$ cat src/rtl/alu_sequencer.sv
// Multi-pass ALU sequencer: latches a command, feeds the external ALU's result back
// into operand A for N passes, then holds the final value until the consumer takes it.
module alu_sequencer #(
    parameter int WIDTH = 32,
    parameter int CNT_W = 5
) (
    input  logic             clk,
    input  logic             rst_n,
    input  logic             cmd_valid,
    output logic             cmd_ready,
    input  logic [1:0]       cmd_op,
    input  logic [WIDTH-1:0] cmd_a,
    input  logic [WIDTH-1:0] cmd_b,
    input  logic [CNT_W-1:0] cmd_count,
    output logic [WIDTH-1:0] alu_a,
    output logic [WIDTH-1:0] alu_b,
    output logic [1:0]       alu_op,
    input  logic [WIDTH-1:0] alu_out,
    output logic             res_valid,
    input  logic             res_ready,
    output logic [WIDTH-1:0] res_data
);

    localparam logic [1:0] IDLE = 2'd0;
    localparam logic [1:0] RUN  = 2'd1;
    localparam logic [1:0] DONE = 2'd2;

    logic [1:0]       state;
    logic [CNT_W-1:0] cnt;

    assign cmd_ready = (state == IDLE);
    assign res_valid = (state == DONE);

    always_ff @(posedge clk or negedge rst_n) begin
        if (!rst_n) begin
            state    <= IDLE;
            cnt      <= '0;
            alu_a    <= '0;
            alu_b    <= '0;
            alu_op   <= 2'b00;
            res_data <= '0;
        end else begin
            case (state)
                IDLE: begin
                    if (cmd_valid) begin
                        alu_a  <= cmd_a;
                        alu_b  <= cmd_b;
                        alu_op <= cmd_op;
                        // A zero count still performs a single pass
                        cnt    <= (cmd_count == '0) ? CNT_W'(1) : cmd_count;
                        state  <= RUN;
                    end
                end
                RUN: begin
                    alu_a <= alu_out;
                    cnt   <= cnt - CNT_W'(1);
                    if (cnt == CNT_W'(1)) begin
                        res_data <= alu_out;
                        state    <= DONE;
                    end
                end
                DONE: begin
                    // Return to IDLE only; acceptance waits for the following edge
                    if (res_ready) state <= IDLE;
                end
                default: state <= IDLE;
            endcase
        end
    end

endmodule
$ cat config.mk
export PLATFORM = sky130hd
export DESIGN_NAME = alu_sequencer
export DESIGN_NICKNAME = d
export VERILOG_FILES = /design/src/rtl/alu_sequencer.sv
export SDC_FILE = /design/constraint.sdc
export NUM_CORES = 1
export LEC_CHECK = 0
export BUFFER_PORTS_ARGS = -buffer_cell sky130_fd_sc_hd__buf_4
export CAP_MARGIN = 15
export CORE_MARGIN = 10
export CORE_UTILIZATION = 43
export DETAILED_ROUTE_END_ITERATION = 7
export PLACE_DENSITY = 0.87
export SETUP_SLACK_MARGIN = 0.1
export SYNTH_ARGS = -nofsm -noshare
export SYNTH_HDL_FRONTEND = slang
export SYNTH_SLANG_ARGS = --single-unit
$ cat constraint.sdc
create_clock -name clk -period 1.5 [get_ports clk]
set_input_delay 0.075 -clock clk [delete_from_list [all_inputs] [get_ports clk]]
set_output_delay 0.075 -clock clk [all_outputs]
set_load 0.02 [all_outputs]
# Word level (Yosys, flattened, before mapping)
# Cells that the tools add are included.
# totals
input_bits,107
word_cells,29
ff_bits,105
# classes
n_mux,9
n_eq_ne,6
reduce_logical,7
n_addsub,1
# op_table
operator,count
one-hot mux 32 bit (2 select lines),1
two-way mux 32 bit,1
two-way mux 5 bit,2
one-hot mux 5 bit (2 select lines),1
two-way mux 2 bit,3
one-hot mux 2 bit (3 select lines),1
AND reduction 2 bit,3
equality test 5 x 1 -> 1 bit (second input constant),1
logical NOT 5 bit,1
subtractor 5 x 1 -> 5 bit (second input constant),1
inequality test 2 bit (second input constant),2
AND reduction 3 bit,1
equality test 2 x 1 -> 1 bit (second input constant),1
equality test 2 bit (second input constant),1
logical NOT 2 bit,1
inequality test 2 x 1 -> 1 bit (second input constant),1
nonzero test 2 bit,1

# Logic depth before layout (Yosys ltp)
# Gate-level depths: netlist (run 1).
# depth
word_depth,4
depth_mapped,6
mapped_depth_nobuf,5

# Least setup slack after synthesis (run 1)
# No wires, ideal clock.
# synth_timing
path_kind,register to register
from,register cnt[1]
to,register res_data[10]
slack_ns,-0.075
arrival_ns,1.450
setup_time_ns,0.125
path_stages_with_launch,7
path_buffers,1
cell_sequence,dfrtp_1 -> inv_1 -> ha_1 -> nor4b_2 -> nand2_2 -> buf_6 -> mux2_4
# synth_between
elab_chain_cells,2
# synth_lines
element,line_no,source
from (decl),29,logic [CNT_W-1:0] cnt;
from (signal assigned),50,cnt <= (cmd_count == '0) ? CNT_W'(1) : cmd_count;
from (signal assigned),56,cnt <= cnt - CNT_W'(1);
equality test 5 x 1 -> 1 bit,57,if (cnt == CNT_W'(1)) begin
AND reduction 2 bit (no source line),n/a,
to (signal assigned),58,res_data <= alu_out;
to (decl),21,output logic [WIDTH-1:0] res_data
# Every way passes these cells.
# A chain may end at the register's enable or synchronous reset.

# Final worst setup path (run 1)
# layout_timing
from,register cnt[1]
to,register res_data[12]
# The elaborated chain is that of the path after synthesis.

==> results of run 1 <==
-- logic make-up (layout without fill, tap and decap cells) --
kind of cell | after synthesis | after routing
DFF | 105 | 105
adders and majority gates | 2 | 2
other | 0 | 1
and+or+nand+nor | 49 | 49
buffers and inverters | 30 | 346
muxes | 66 | 66
AOI/OAI and AO/OA | 111 | 111
-- worst max path at each step --
stage,cells after the start,endpoint,start,slack [ns]
floorplan,6,res_data[12],cnt[1],-0.03
global placement,6,res_data[1],cnt[1],-0.03
detailed placement,6,res_data[1],cnt[1],-0.07
CTS,6,res_data[6],cnt[1],-0.08
global route,6,res_data[6],cnt[1],-0.16
finish,6,res_data[12],cnt[1],-0.09
-- timing repair --
action,CTS,global route
gates cloned,3,1
resized for setup,55,31
setup endpoints to repair,102,101
hold buffers,82,0
pin swaps,2,3
endpoints found under the hold margin,132,0
buffers inserted,5,8
-- state kept, by name (all words and copies together), names as in the netlist --
register,cells
alu_a,32
alu_b,32
alu_op,2
cnt,5
res_data,32
state,2
-- power groups by stage --
| stage | combinational, mW | sequential [mW] | clock (mW) |
|---|---|---|---|
| after floorplan | 2.72 | 6.79 | 0 |
| after global placement | 7.68 | 5.16 | 0 |
| after detailed placement | 7.90 | 5.28 | 0 |
| after CTS | 8.76 | 5.26 | 1.72 |
| after global routing | 9.73 | 5.47 | 1.83 |
| final | 9.16 | 5.32 | 1.68 |
-- layout by cell type (no fill, tap or decap), drive strengths merged, types with 3 or more instances in the layout --
cell / Yosys / routed
inv: 3 / 3
dfrtp: 105 / 105
a22oi: 32 / 32
a21oi: 34 / 34
o21ai: 36 / 36
dlygate4sd3: 0 / 82
nand2: 3 / 3
mux2: 66 / 66
nor3b: 3 / 3
nor2b: 34 / 34
buf: 14 / 248
clkbuf: 13 / 12
-- final cells by class --
cell class | count | share of cell area
timing repair buffer | 331 | 0.364
sequential | 105 | 0.329
multi-input combinational | 228 | 0.263
tap | 136 | 0.0213
clock buffer | 11 | 0.0177
clock inverter | 1 | 0.00376
inverter | 3 | 0.00141
antenna | 1 | 0.000313
-- per-stage QoR --
stage          worst slack (ns)  cell area (um2)  setup TNS (ns)  std cells
6_report                -0.0855             7980           -2.49        816
5_1_grt                  -0.157             7980           -6.61        816
4_1_cts                 -0.0756             7820           -2.05        806
3_5_place_dp            -0.0735             6530           -2.14        704
3_3_place_gp            -0.0348             6530          -0.876        704
2_1_floorplan           -0.0334             4690          -0.887        363
-- worst max-delay path, stage by stage (launching register included) --
cell and delay, ns:
dfrtp_1 0.40, inv_2 0.08, ha_4 0.12, nor4b_4 0.22, nand2_2 0.14, buf_12 0.19, mux2_4 0.31
-- metal layers --
| metal | share of wire | vias to the layer above |
|---|---|---|
| li1 | - | 1938 |
| met3 | 0.10 | 34 |
| met4 | 0.024 | 0 |
| met1 | 0.37 | 2182 |
| met2 | 0.51 | 218 |
| met5 | 0 | - |
==> impl_metrics.ini, run 1 <==
[synth]
muxShareOfSynthArea = 0.183
synth_edf_count = 0
synthAdderAreaFrac = 0.00537
ys_seq_area_frac = 0.564
yosys_warnings = 0
synth_compound_area_frac = 0.146
synth-xor-area-share = 0
yosysMostFrequentCell = dfrtp_1
synthSimpleGateAreaFrac = 0.0677
synth_largest_area_cell = dfrtp_1
synth_top_family_by_area = multiplexers
netlist_instances = 363
ys_top_cells_by_area = dfrtp_1 56%, mux2_4 9.3%, mux2_2 6.5%
ys_top_cells_by_count = 105 x dfrtp_1, 34 x a21oi_1, 34 x nor2b_1
synth-seq-cells = 105
syn_area_um2 = 4660
synth.distinct_cells = 35
synth_top_area_frac = 0.564
syn_avg_cell_area_um2 = 12.8
ys.flop_type = dfrtp_1
synthesis.nets = 472
synthArstFlopShare = 1.00

[timing]
hold_ws_ns = -0.00372
skew_ns = 0.00696
max_freq_ghz = 0.631
slew_headroom = 0.698
finalHoldViolations = 1
rsz0062_at_grt = yes
fin_crit_ns = 1.59
maxSlewViolCount = 0
fin_crit_sh = 1.06
layout_setup_ws_ns = -0.0855
worst_pin_slew_ns = 0.452
setup_viol = 56

[floorplanning]
dieHeight_um = 124
die_w_um = 124
die_area_um2 = 15400
initial_core_util = 0.447
io_pins = 207
core_um2 = 10400
row_count = 37

[power]
power_mw = 16.2
power_frac_seq = 0.329
ir_drop_mv = 1.23
p_switching_mw = 6.33
intPower_mw = 9.83
clkPwrFrac = 0.104
switching_share = 0.392
combPwrFrac = 0.567
leakagePower_nw = 3.88
power.density_nw_per_um2 = 2020

[critical_path]
start_kind = register
reg2regPathDepth = 6
cp.arrival_ns = 1.82
worstPathRequired_ns = 1.73
crit_type = reg -> reg
critical_path.endpoint_type = register
reg2reg_from = cnt[1]
worstReg2RegEnd = res_data[12]
rrSetupSlack_ns = -0.09
path_max_fanout = 20

[final_layout]
final_util = 0.766
drive_gt1_frac = 0.507
multi_input_area_um2 = 2100
filler_cell_count = 611
seq_area_um2 = 2630
syn_to_final_growth_pct = 71.4
nets = 787

[routing]
viasPerCell = 5.36
wire_per_inst_um = 21.6
num_vias = 4372
drc = 0
ant_nets = 0
firstDrtPassIters = 5
drt_wl_total_um = 17700
drt_iter0_drc = 397

[place]
post-dp-hpwl_um = 11600
place_congestion = 0.823
port_buffers = 206

[hold_path]
min_path_type = in -> reg
hold_end = alu_a[19]
holdCritStartpoint = cmd_a[19]
whs_path_depth = 3

[clock_tree]
cts-root-buf = clkbuf_8
cts_tree = built
cts.reportedPaths.clkPinSlew_ns = 0.09
clock_sinks = 105
insertion_delay_ns = 0.35
cts_buffers = 9
clk_path_buf_depth = 2
cts_max_level = 3

[run_status]
violations = negative hold slack, negative setup slack
outcome = complete, but fails checks

[global_routing]
track_usage = 0.222
met2_usage = 0.387
grt_pass1_vias = 4866
grt_pass1_wl_um = 26900
busiest_layer = met2
grt-ovfl-total = 0
grt_max_degree = 41
grt_util_met3 = 0.0787
grt_util_met1 = 0.247
grt_antenna_before_repair = 1

[flow_run]
drv_cap = 0
(Power assumes the default switching activity.)
==> run 2, diff against run 1 <==
CORE_MARGIN = 1.5   (was 10)
CORE_UTILIZATION = 34   (was 43)
PLACE_DENSITY = 0.71   (was 0.87)
clock period = 1.68 ns   (was 1.5 ns; I/O delays follow)
==> run 2 against run 1 <==
Against the previous run:
- the flow now finishes without violations
- setup slack better by 0.13 ns
- sequential power shrank 12%
- clock skew rose by 0.0011 ns
- power decreased by 14%
- combinational power fell by 22%
- worst hold slack better by 0.019 ns
- largest power group unchanged
- critical path depth unchanged
- sequential share of layout area rose by 1.4 points
- non-clock buffer count shrank 28
==> impl_metrics.ini, run 2 (same netlist as run 1, synthesis figures left out) <==
[place]
place_inst = 738
dpl_cell_area_um2 = 6510
port_buffers = 206
pre_cts_slack_ns = 0.0425
place_congestion = 0.805
post-dp-hpwl_um = 9040

[timing]
rsz0062_at_grt = yes
setup_viol = 0
skew_ns = 0.00809
finalSetupTns_ns = 0
fin_crit_sh = 0.975
max_freq_ghz = 0.611
layout_setup_ws_ns = 0.0421
finalHoldViolations = 0
maxSlewViolCount = 0
slew_headroom = 0.601
worst_pin_slew_ns = 0.599
fin_crit_ns = 1.64

[critical_path]
cp-startpoint = cnt[1]
rrSetupSlack_ns = 0.04
reg2regPathDepth = 6
path_max_fanout = 7
worstPathRequired_ns = 1.91
worstReg2RegEnd = res_data[23]
cp.arrival_ns = 1.86
crit_end = res_data[23]
reg2reg_from = cnt[1]
crit_type = reg -> reg
start_kind = register
critical_path.endpoint_type = register

[run_status]
outcome = finished, final reports clean

[power]
switching_share = 0.383
power.density_nw_per_um2 = 1820
leakagePower_nw = 3.65
power_frac_seq = 0.336
intPower_mw = 8.62
ir_drop_mv = 0.971
p_switching_mw = 5.36
clkPwrFrac = 0.155
combPwrFrac = 0.509

[final_layout]
layout_common_cells = 219 x buf_4, 103 x dfrtp_1, 73 x dlygate4sd3_1
filler_cell_count = 1057
top_regs = alu_a: 32 flops, alu_b: 32 flops, res_data: 32 flops
syn_to_final_growth_pct = 64.6
nets = 759
mostFrequentLayoutCell = buf_4
antenna_cells = 0
fin_cells = 831
stdcell_area_um2 = 7660
drive_gt1_frac = 0.481

[global_routing]
grt_antenna_before_repair = 0
grt_pass1_wl_um = 22000
grt-ovfl-total = 0
grt_pass1_vias = 4372
grt_max_degree = 106
track_usage = 0.194

[clock_tree]
cts_max_level = 3
cts.reportedPaths.clkPinSlew_ns = 0.07
cts_tree = built
cts-root-buf = clkbuf_16
insertion_delay_ns = 0.34
clock_sinks = 105
cts_buffers = 9
clk_path_buf_depth = 2

[routing]
ant_nets = 0
viasPerCell = 4.90
wire_per_inst_um = 17.1
drc = 0
drt_iter0_drc = 198
firstDrtPassIters = 4
drt_wl_total_um = 14200
num_vias = 4076

[floorplanning]
dieHeight_um = 120
io_pins = 207
die_w_um = 120
initial_core_util = 0.350
die_area_um2 = 14400
row_count = 42
core_um2 = 13300

[hold_path]
min_path_type = in -> reg
whs_path_depth = 3

[flow_run]
drv_cap = 0
[run 2: changes by cell type in the layout (fill, tap and decap cells not counted), sizes merged]
cell | previous run | this run
buf | 248 | 228
diode | 1 | 0
inv | 3 | 4
dlygate4sd3 | 82 | 73
clkinv | 0 | 1
clkinvlp | 0 | 3
[run 2: stage by stage]
stage,total power [mW],utilization,hold WS [ns]
final,14.0,0.576,0.0152
after global routing,14.7,0.576,0.00256
after CTS,13.9,0.568,0.00506
after detailed placement,11.5,0.490,0.211
after global placement,11.3,0.490,0.199
after floorplan,8.44,-,-0.212
[run 2: critical path, cell delays in order (launching register included)]
cell       delay [ns]
dfrtp_1          0.40
inv_2            0.08
ha_4             0.11
nor4b_4          0.25
nand2_4          0.16
clkbuf_16        0.21
mux2_4           0.30
[run 2: cell type report]
class | count | area (um2) | area share
well taps | 176 | 220 | 0.0287
clock buffers | 10 | 239 | 0.0312
inverters | 3 | 11.3 | 0.00147
repair buffers | 303 | 2570 | 0.335
clock inverters | 6 | 66.3 | 0.00865
multi-input cells | 228 | 1930 | 0.251
flip-flops and latches | 105 | 2630 | 0.343
[run 2: how the worst min path moves through the flow]
stage             endpoint  slack [ns]      start
2_1_floorplan     alu_a[0]       -0.21      rst_n
3_3_place_gp   res_data[5]        0.20      rst_n
3_5_place_dp   res_data[5]        0.21      rst_n
4_1_cts          alu_a[30]       0.005  cmd_a[30]
5_1_grt          alu_a[30]       0.003  cmd_a[30]
6_report         alu_a[30]        0.02  cmd_a[30]
[run 2: power by group through the flow]
| stage | combinational [mW] | clock (mW) | sequential, mW |
|---|---|---|---|
| after floorplan | 2.40 | 0 | 6.04 |
| after global placement | 6.70 | 0 | 4.63 |
| final | 7.11 | 2.17 | 4.69 |
| after global routing | 7.52 | 2.36 | 4.87 |
| after detailed placement | 6.85 | 0 | 4.68 |
| after CTS | 7.01 | 2.23 | 4.68 |
[run 2: routing by layer]
metal	wire (um)	vias up	GRT usage
met2	7380	146	0.338
met4	236	0	0.0692
li1	-	1886	-
met1	5770	2023	0.232
met5	0	-	0
met3	816	21	0.0475
[run 2: what timing repair did]
action | CTS | global route
cloned | 0 | 3
hold buffers | 73 | 0
pin swaps | 0 | 1
setup buffers | 0 | 1
resized for setup | 2 | 10
endpoints found under the hold margin | 206 | 0
endpoints found under the setup margin | 30 | 54
